## src/rtl/seq_det_ctrl_pkg.sv

```systemverilog
// Shared types and defaults for the serial sequence detector controller.
package seq_det_ctrl_pkg;

    localparam int unsigned PAT_W_DEFAULT = 8;
    localparam int unsigned CNT_W_DEFAULT = 8;

    typedef enum logic [1:0] {
        IDLE = 2'd0,
        CFGD = 2'd1,
        RUN  = 2'd2,
        FIN  = 2'd3
    } state_e;

    // A pattern length is usable when it is non-zero and fits the window.
    function automatic logic len_is_legal(input logic [3:0] len, input int unsigned pat_w);
        return (len != 4'd0) && (32'(len) <= pat_w);
    endfunction

endpackage

```

## src/rtl/serial_pattern_match.sv

```systemverilog
// Shift window, fill counter and masked compare for serial pattern detection.
module serial_pattern_match #(
    parameter int unsigned PAT_W = 8
) (
    input  logic             clk,
    input  logic             rst,
    input  logic             clear,
    input  logic             shift_en,
    input  logic             signal,
    input  logic [PAT_W-1:0] pattern,
    input  logic [3:0]       len,
    input  logic             overlap,
    output logic             hit
);

    localparam int unsigned FILL_W = $clog2(PAT_W + 1);

    logic [PAT_W-1:0]  window_q, window_d;
    logic [FILL_W-1:0] fill_q, fill_d;
    logic [PAT_W-1:0]  mask;
    logic [PAT_W-1:0]  cand;
    logic              filled;

    // Candidate window including the bit arriving this edge, and the length mask.
    always_comb begin
        mask = '0;
        for (int unsigned i = 0; i < PAT_W; i++) begin
            mask[i] = (i < 32'(len));
        end
        cand   = (window_q << 1) | PAT_W'(signal);
        filled = (32'(fill_q) + 32'd1) >= 32'(len);
        hit    = shift_en && filled && (((cand ^ pattern) & mask) == '0);
    end

    // Window/fill update; a non-overlapping hit restarts the fill count only.
    always_comb begin
        window_d = window_q;
        fill_d   = fill_q;
        if (clear) begin
            window_d = '0;
            fill_d   = '0;
        end else if (shift_en) begin
            window_d = cand;
            if (hit && !overlap) begin
                fill_d = '0;
            end else if (32'(fill_q) < PAT_W) begin
                fill_d = fill_q + FILL_W'(1);
            end
        end
    end

    // Window and fill registers.
    always_ff @(posedge clk or posedge rst) begin
        if (rst) begin
            window_q <= '0;
            fill_q   <= '0;
        end else begin
            window_q <= window_d;
            fill_q   <= fill_d;
        end
    end

endmodule

```

## src/rtl/seq_det_ctrl.sv

```systemverilog
// Sequence detector controller: config handshake, run FSM and match counting.
module seq_det_ctrl
    import seq_det_ctrl_pkg::*;
#(
    parameter int unsigned PAT_W = PAT_W_DEFAULT,
    parameter int unsigned CNT_W = CNT_W_DEFAULT
) (
    input  logic             clk,
    input  logic             rst,
    input  logic             cfg_valid,
    output logic             cfg_ready,
    input  logic [PAT_W-1:0] cfg_pattern,
    input  logic [3:0]       cfg_len,
    input  logic             cfg_overlap,
    input  logic [CNT_W-1:0] cfg_target,
    input  logic             start,
    input  logic             abort,
    input  logic             signal,
    output logic             match,
    output logic [CNT_W-1:0] match_count,
    output logic             busy,
    output logic             done,
    output logic             err
);

    state_e           state_q, state_d;
    logic [PAT_W-1:0] pattern_q;
    logic [3:0]       len_q;
    logic             overlap_q;
    logic [CNT_W-1:0] target_q;
    logic             err_q;
    logic             match_q;
    logic [CNT_W-1:0] count_q;

    logic             cfg_fire;
    logic             cfg_legal;
    logic             start_fire;
    logic             running;
    logic             hit;
    logic [CNT_W-1:0] count_inc;
    logic             target_reached;

    // Handshake decode; a config offered in CFGD wins over start.
    always_comb begin
        cfg_fire       = cfg_valid && cfg_ready;
        cfg_legal      = len_is_legal(cfg_len, PAT_W);
        start_fire     = (state_q == CFGD) && start && !cfg_fire;
        running        = (state_q == RUN);
        count_inc      = (count_q == '1) ? count_q : count_q + CNT_W'(1);
        target_reached = hit && (target_q != '0) && (count_inc == target_q);
    end

    serial_pattern_match #(
        .PAT_W (PAT_W)
    ) u_match (
        .clk      (clk),
        .rst      (rst),
        .clear    (start_fire),
        .shift_en (running),
        .signal   (signal),
        .pattern  (pattern_q),
        .len      (len_q),
        .overlap  (overlap_q),
        .hit      (hit)
    );

    // State register.
    always_ff @(posedge clk or posedge rst) begin
        if (rst) begin
            state_q <= IDLE;
        end else begin
            state_q <= state_d;
        end
    end

    // Next-state logic.
    always_comb begin
        state_d = state_q;
        unique case (state_q)
            IDLE: begin
                if (cfg_fire) begin
                    state_d = cfg_legal ? CFGD : IDLE;
                end
            end
            CFGD: begin
                if (cfg_fire) begin
                    state_d = cfg_legal ? CFGD : IDLE;
                end else if (start_fire) begin
                    state_d = RUN;
                end
            end
            RUN: begin
                if (target_reached || abort) begin
                    state_d = FIN;
                end
            end
            FIN: begin
                state_d = CFGD;
            end
            default: state_d = IDLE;
        endcase
    end

    // State-decoded outputs.
    always_comb begin
        cfg_ready = (state_q == IDLE) || (state_q == CFGD);
        busy      = (state_q == RUN);
        done      = (state_q == FIN);
    end

    // Configuration latch and sticky error; illegal lengths leave settings untouched.
    always_ff @(posedge clk or posedge rst) begin
        if (rst) begin
            pattern_q <= '0;
            len_q     <= '0;
            overlap_q <= 1'b0;
            target_q  <= '0;
            err_q     <= 1'b0;
        end else if (cfg_fire) begin
            if (cfg_legal) begin
                pattern_q <= cfg_pattern;
                len_q     <= cfg_len;
                overlap_q <= cfg_overlap;
                target_q  <= cfg_target;
                err_q     <= 1'b0;
            end else begin
                err_q     <= 1'b1;
            end
        end
    end

    // Match pulse and saturating run counter; count holds after the run ends.
    always_ff @(posedge clk or posedge rst) begin
        if (rst) begin
            match_q <= 1'b0;
            count_q <= '0;
        end else begin
            match_q <= running && hit;
            if (start_fire) begin
                count_q <= '0;
            end else if (running && hit) begin
                count_q <= count_inc;
            end
        end
    end

    assign match       = match_q;
    assign match_count = count_q;
    assign err         = err_q;

endmodule

```

## config.mk

```make
export PLATFORM = sky130hd
export DESIGN_NAME = seq_det_ctrl
export DESIGN_NICKNAME = d
export VERILOG_FILES = /design/src/rtl/seq_det_ctrl_pkg.sv /design/src/rtl/serial_pattern_match.sv /design/src/rtl/seq_det_ctrl.sv
export SDC_FILE = /design/constraint.sdc
export NUM_CORES = 1
export LEC_CHECK = 0
export BUFFER_PORTS_ARGS = -buffer_cell sky130_fd_sc_hd__buf_2
export CORE_ASPECT_RATIO = 1.4
export CORE_MARGIN = 3
export CORE_UTILIZATION = 56
export CTS_CLUSTER_SIZE = 16
export DETAILED_ROUTE_END_ITERATION = 16
export GPL_TIMING_DRIVEN = 0
export HOLD_SLACK_MARGIN = 0.05
export PLACE_DENSITY = 0.87
export SYNTH_ARGS = -nofsm -noshare
export SYNTH_HDL_FRONTEND = slang
export SYNTH_SLANG_ARGS = --single-unit
```

## constraint.sdc

```tcl
create_clock -name clk -period 2.4 [get_ports clk]
set_clock_uncertainty 0.05 [all_clocks]
set_input_delay 0.36 -clock clk [delete_from_list [all_inputs] [get_ports clk]]
set_output_delay 0.36 -clock clk [all_outputs]
set_load 0.03 [all_outputs]
```

Word-level counts from Yosys, hierarchy flattened

Cells that the tools add are included.

Register bits: 44
Input port bits: 27
Output and inout bits: 13
Logic and storage cells: 75

$add $sub $neg: 3
$lt $le $gt $ge: 11
Equal/unequal tests: 8
Multiplexer cells: 16
Bitwise logic cells: 3
Reduce and logical (&&, ||, !) cells: 24

Operators by type and width:

| operator              | number |
|---|---|
| $ge A32 B4 Y1         | 1 |
| $mux W8               | 3 |
| $lt A3 B4 Y1 const A  | 4 |
| $mux W4               | 4 |
| $mux W7               | 2 |
| $logic_and A1 B1 Y1   | 10 |
| $add A8 B1 Y8 const B | 1 |
| $and A8 B8 Y8         | 1 |
| $eq A8 B8 Y1          | 1 |
| $eq A8 B8 Y1 const B  | 1 |
| $logic_not A8 Y1      | 1 |
| $lt A1 B4 Y1 const A  | 2 |
| $lt A2 B4 Y1 const A  | 2 |
| $mux W2               | 4 |
| $or A8 B1 Y8          | 1 |
| $pmux W2 S4           | 1 |
| $reduce_bool A8 Y1    | 1 |
| $xor A8 B8 Y8         | 1 |
| $add A4 B1 Y5 const B | 1 |
| $add A4 B1 Y4 const B | 1 |
| $eq A2 B2 Y1 const B  | 2 |
| $le A4 B4 Y1 const B  | 1 |
| $lt A4 B4 Y1 const B  | 1 |
| $reduce_and A2 Y1     | 2 |
| other kinds (12)      | 16 |

Logic depth before layout (Yosys ltp)

Word-level depth: 10
Depth in mapped cells: 9
Gate-level depth less buffers: 8

By module

From an unflattened synthesis, not the netlist that was laid out.

Cells, all modules: 242
Area total of the unflattened synthesis: 2463.6 um^2

Modules (own cells, without submodules):

| module               | times used | cells an instance | area an instance (um^2) | sequential area each (um^2) |
|---|---|---|---|---|
| seq_det_ctrl         | 1          | 164               | 1692.9                  | 825.8 |
| serial_pattern_match | 1          | 78                | 770.7                   | 275.3 |

Worst setup path before layout

No wires, ideal clock.

Path type: register to register
Start point: register count_q[0], in the netlist match_count[0]
End point: register state_q[0]
Setup time: 0.092 ns
Arrival: 1.976 ns
Required time: 2.258 ns
Setup slack: 0.282 ns
Stages on the path, launching flop included: 9
Path buffers: 1
Period minus slack after synthesis: 2.118 ns
Cell sequence: dfrtp_1 -> ha_1 -> buf_2 -> and3_1 -> nor3_2 -> a211oi_1 -> nor4b_1 -> nand3_1 -> o31ai_2

Longest elaborated chain between the ends: 7
Elaborated cells on any way between the ends: 8
Those cells by class: add/sub (1); eq/ne (3); mux (1); reduce/logical (3)

RTL lines:

| item                                          | RTL line            | RTL |
|---|---|---|
| from (decl)                                   | seq_det_ctrl.sv:33  | `logic [CNT_W-1:0] count_q;` |
| from (signal assigned)                        | seq_det_ctrl.sv:142 | `count_q <= count_inc;` |
| $add A8 B1 Y8 or $eq A8 B8 Y1 (tied branches) | seq_det_ctrl.sv:49  | `count_inc = (count_q == '1) ? count_q : count_q + CNT_W'(1);` |
| $mux W8 (*)                                   | seq_det_ctrl.sv:49  |  |
| $eq A8 B8 Y1 (*)                              | seq_det_ctrl.sv:50  | `target_reached = hit && (target_q != '0) && (count_inc == target_q);` |
| $logic_and A1 B1 Y1 (*)                       | seq_det_ctrl.sv:50  |  |
| $logic_or A1 B1 Y1 (*)                        | seq_det_ctrl.sv:93  | `if (target_reached \|\| abort) begin` |
| $ne A2 B1 Y1 (no source line) (*)             | n/a                 |  |
| $reduce_and A3 Y1 (no source line) (*)        | n/a                 |  |
| to (signal assigned)                          | seq_det_ctrl.sv:72  | `state_q <= state_d;` |
| to (decl)                                     | seq_det_ctrl.sv:26  | `state_e state_q, state_d;` |

Every way passes the cells marked *; elsewhere a longest branch is shown, timed or not.
A chain may end at the register's enable or synchronous reset.

Worst setup path in the final report

Start point: register u_match.fill_q[0]
End point: register count_q[4], in the netlist match_count[4]

Longest elaborated chain between the ends: 6

RTL lines:

| item                                | RTL line                   | RTL |
|---|---|---|
| from (decl)                         | serial_pattern_match.sv:19 | `logic [FILL_W-1:0] fill_q, fill_d;` |
| from (signal assigned)              | serial_pattern_match.sv:59 | `fill_q <= fill_d;` |
| $add A4 B1 Y5                       | serial_pattern_match.sv:31 | `filled = (32'(fill_q) + 32'd1) >= 32'(len);` |
| $ge A32 B4 Y1                       | serial_pattern_match.sv:31 |  |
| $logic_and A1 B1 Y1 (2 in a row)    | serial_pattern_match.sv:32 | `hit = shift_en && filled && (((cand ^ pattern) & mask) == '0);` |
| $logic_and A1 B1 Y1                 | seq_det_ctrl.sv:141        | `end else if (running && hit) begin` |
| $reduce_bool A2 Y1 (no source line) | n/a                        |  |

No other way between the ends.

==> flow_metrics.py <==
metrics = {
    "synthesis": {
        "synth_edf_count": 0,
        "syn-instance-count": 249,
        "syn-cell-area_um2": 2490,
        "syn-num-nets": 282,
        "ys_ff_latch": 44,
        "ys_types": 53,
        "synth.avg_cell_area_um2": 9.99,
        "yosys.area.top_type": "dfrtp_1",
        "ys.flop_type": "dfrtp_1",
        "yosys.area.top_type_share_pct": 44.3,
        "ys.warnings.count": 0,
        "ys_seq_area_share_pct": 44.3,
        "netlist_top_cells_area": "dfrtp_1, mux2_2, nand2_1, xnor2_1, xor2_1",
        "async_reset_ff_share_pct": 100,
    },
    "placed_design": {
        "dp.cells": 348,
        "place_area_um2": 2760,
        "io_buffers": 39,
        "place.gp.congestion": 0.914,
        "place_hpwl_um": 4130,
        "dp_slack_ps": 164,
    },
    "floorplan": {
        "rows": 28,
        "start_util_pct": 58.7,
        "core-area_um2": 4240,
        "die_h_um": 84.9,
        "io_pins": 40,
        "die_x_um": 62.3,
        "die-area_um2": 5290,
    },
    "layout": {
        "layoutNonFillerInstCount": 355,
        "layout_commonest_cell": "buf_2",
        "syn_to_final_growth_pct": 14.6,
        "fin_area_um2": 2850,
        "final_cell_mix": "buf_2, dfrtp_1, nand2_1",
        "nNetsFinal": 328,
        "n_antenna_cell": 0,
        "layout-drive-gt1-share_pct": 28.8,
    },
    "critical_path": {
        "crit_chain": "ha_1, ha_1, a21o_1, a21oi_2, o21ai_4, nand2_2, inv_2, a311oi_1",
        "cp-startpoint": "u_match.fill_q[0]$_DFFE_PP0P_",
        "crit_end": "match_count[4]$_DFFE_PP0P_",
        "cp.depth": 8,
        "cp-end-kind": "flop",
        "crit_top_cell": "ha_1",
        "cp_top_family": "compound AO/OA/AOI/OAI gates",
        "critical_path_class": "reg -> reg",
        "r2r_setup_slack_ps": 180,
        "crit_required_ps": 2540,
        "r2r.worst_path.cells": 8,
        "critPathLaunchType": "flop",
        "cp_slowest_cell": "dfrtp_1",
        "r2r_start": "u_match.fill_q[0]$_DFFE_PP0P_",
        "reg2reg_to": "match_count[4]$_DFFE_PP0P_",
        "cp_num_buf_inv": 1,
        "crit_path_max_fanout": 8,
        "critPathArrivalTime_ps": 2360,
        "critPathMaxStageDelay_ps": 440,
    },
    "grt": {
        "antenna_found_initial": 0,
        "grt_max_degree": 45,
        "grt_pass1_vias": 2183,
        "grt_overflow": 0,
        "track_usage_pct": 23.7,
        "grt_pass1_wl_um": 9990,
    },
    "sta": {
        "rsz0062_at_grt": "no",
        "min_period_ps": 2220,
        "holdWs_ps": 199,
        "max_slew_margin_pct": 40.1,
        "finalSetupViolCount": 0,
        "worst_pin_slew_ps": 897,
        "finalWorstSetupSlack_ps": 177,
        "hold_violations": 0,
        "period_share_pct": 92.6,
        "tns_ps": 0,
        "max_freq_ghz": 0.450,
        "maxSlewViolCount": 0,
    },
    "drt": {
        "wl_per_cell_um": 15.8,
        "vias": 2062,
        "wirelength_um": 5600,
        "dr.pass1.iters": 5,
        "drt_iter0_drc": 118,
        "drc": 0,
        "detail-route-antenna-nets": 0,
        "viasPerCell": 5.81,
    },
    "clock_network": {
        "clk_path_buf_depth": 2,
        "cts_sinks": 44,
        "cts_hold_buf": 0,
        "htree_levels": 2,
        "clk_latency_ps": 300,
        "numCtsBuffers": 5,
        "cts_tree": "yes",
        "clkTransAtPathRegs_ps": 80,
        "root_buffer": "clkbuf_8",
    },
    "pwr": {
        "p_per_area_nw_per_um2": 1050,
        "ir_worst_vdd_mv": 0.595,
        "leakagePower_nw": 1.30,
    },
    "job": {
        "cap_violations": 0,
    },
    "outcome": {
        "outcome": "complete, no violations",
    },
    "worst_hold_path": {
        "hold_class": "in -> async",
    },
}
==> registers in the layout, summed over array words and instances, names as in the netlist, named ones only <==
name,count
u_match.window_q,7
match_count,8
pattern_q,8
match,1
overlap_q,1
u_match.fill_q,4
len_q,4
err,1
state_q,1
target_q,8
==> worst min-delay path by stage <==
stage                    startpoint                        to  cells past startpoint
finish                          rst  pattern_q[0]$_DFFE_PP0P_                      2
global route          cfg_target[3]   target_q[3]$_DFFE_PP0P_                      2
CTS                     cfg_overlap     overlap_q$_DFFE_PP0P_                      3
detailed placement  err$_DFFE_PP0P_           err$_DFFE_PP0P_                      2
global placement    err$_DFFE_PP0P_           err$_DFFE_PP0P_                      2
floorplan                cfg_len[1]      len_q[1]$_DFFE_PP0P_                      2
==> logic make-up (layout without fill, tap and decap cells) <==
kind of cell,after synthesis,after routing,share of synthesized area (%)
AND/OR/NAND/NOR,78,78,16.5
AO/OA/AOI/OAI,55,55,14.4
flip-flops,44,44,44.3
multiplexers,23,23,10.2
buffers and inverters,22,68,4.22
XOR/XNOR,21,21,7.39
adder cells (fa/ha/maj),6,6,3.02
==> where the power goes <==
part	leakage, nW	switching [mW]	total [mW]	internal, mW
Combinational	0.704	0.686	1.27	0.587
Clock	0.0400	0.251	0.448	0.197
Sequential	0.557	0.283	1.28	1.00
Total	1.30	1.22	3.01	1.79
==> synthesized netlist by cell type, drive strengths merged, types with 2 or more instances <==
cell type,n
mux2i,5
a21oi,17
nand2,33
xor2,10
dfrtp,44
a31oi,5
nor2,10
and3,4
o31ai,2
a311oi,4
nand3,5
a211oi,2
nor2b,2
nor3,6
o22ai,4
xnor2,11
o21ai,10
nor4b,2
inv,11
and4,3
a21o,2
ha,6
nand4,4
buf,9
mux2,18
nand2b,4
==> area by class of cell <==
cell class,instances,area (um^2)
repair buffers,39,195
multi-input cells,183,1290
flip-flops and latches,44,1100
well taps,60,75.1
inverters,12,45.0
clock buffers,5,68.8
clock inverters,2,12.5
plain buffers,10,60.1
fillers,341,1390
==> worst register-to-register path, delay by kind of cell (launching register included) <==
kind,cells,cell delay (ps)
adders and majority gates,2,630
and+or+nand+nor,1,160
AOI/OAI and AO/OA,4,750
DFF,1,440
buffers and inverters,1,90
==> repair_timing <==
item	CTS	global route
setup buffers	0	0
gates resized for setup	0	3
endpoints found under the setup margin	0	3
hold endpoints to repair	0	0
==> metrics by stage <==
stage	total power, mW	util [%]
after floorplan	2.18	-
after CTS	2.97	67.0
after global routing	3.24	67.3
final	3.01	67.3
after detailed placement	2.52	65.1
after global placement	2.44	65.1
==> layer usage <==
| layer | track usage [%] | share of wire (%) | wire (um) |
|---|---|---|---|
| met1 | 28.6 | 40 | 2240 |
| met2 | 41.5 | 53 | 2960 |
| met3 | 4.90 | 4.8 | 267 |
| met4 | 9.64 | 2.4 | 136 |
| met5 | 0 | 0 | 0 |
Power figures use the tool's default switching activity.
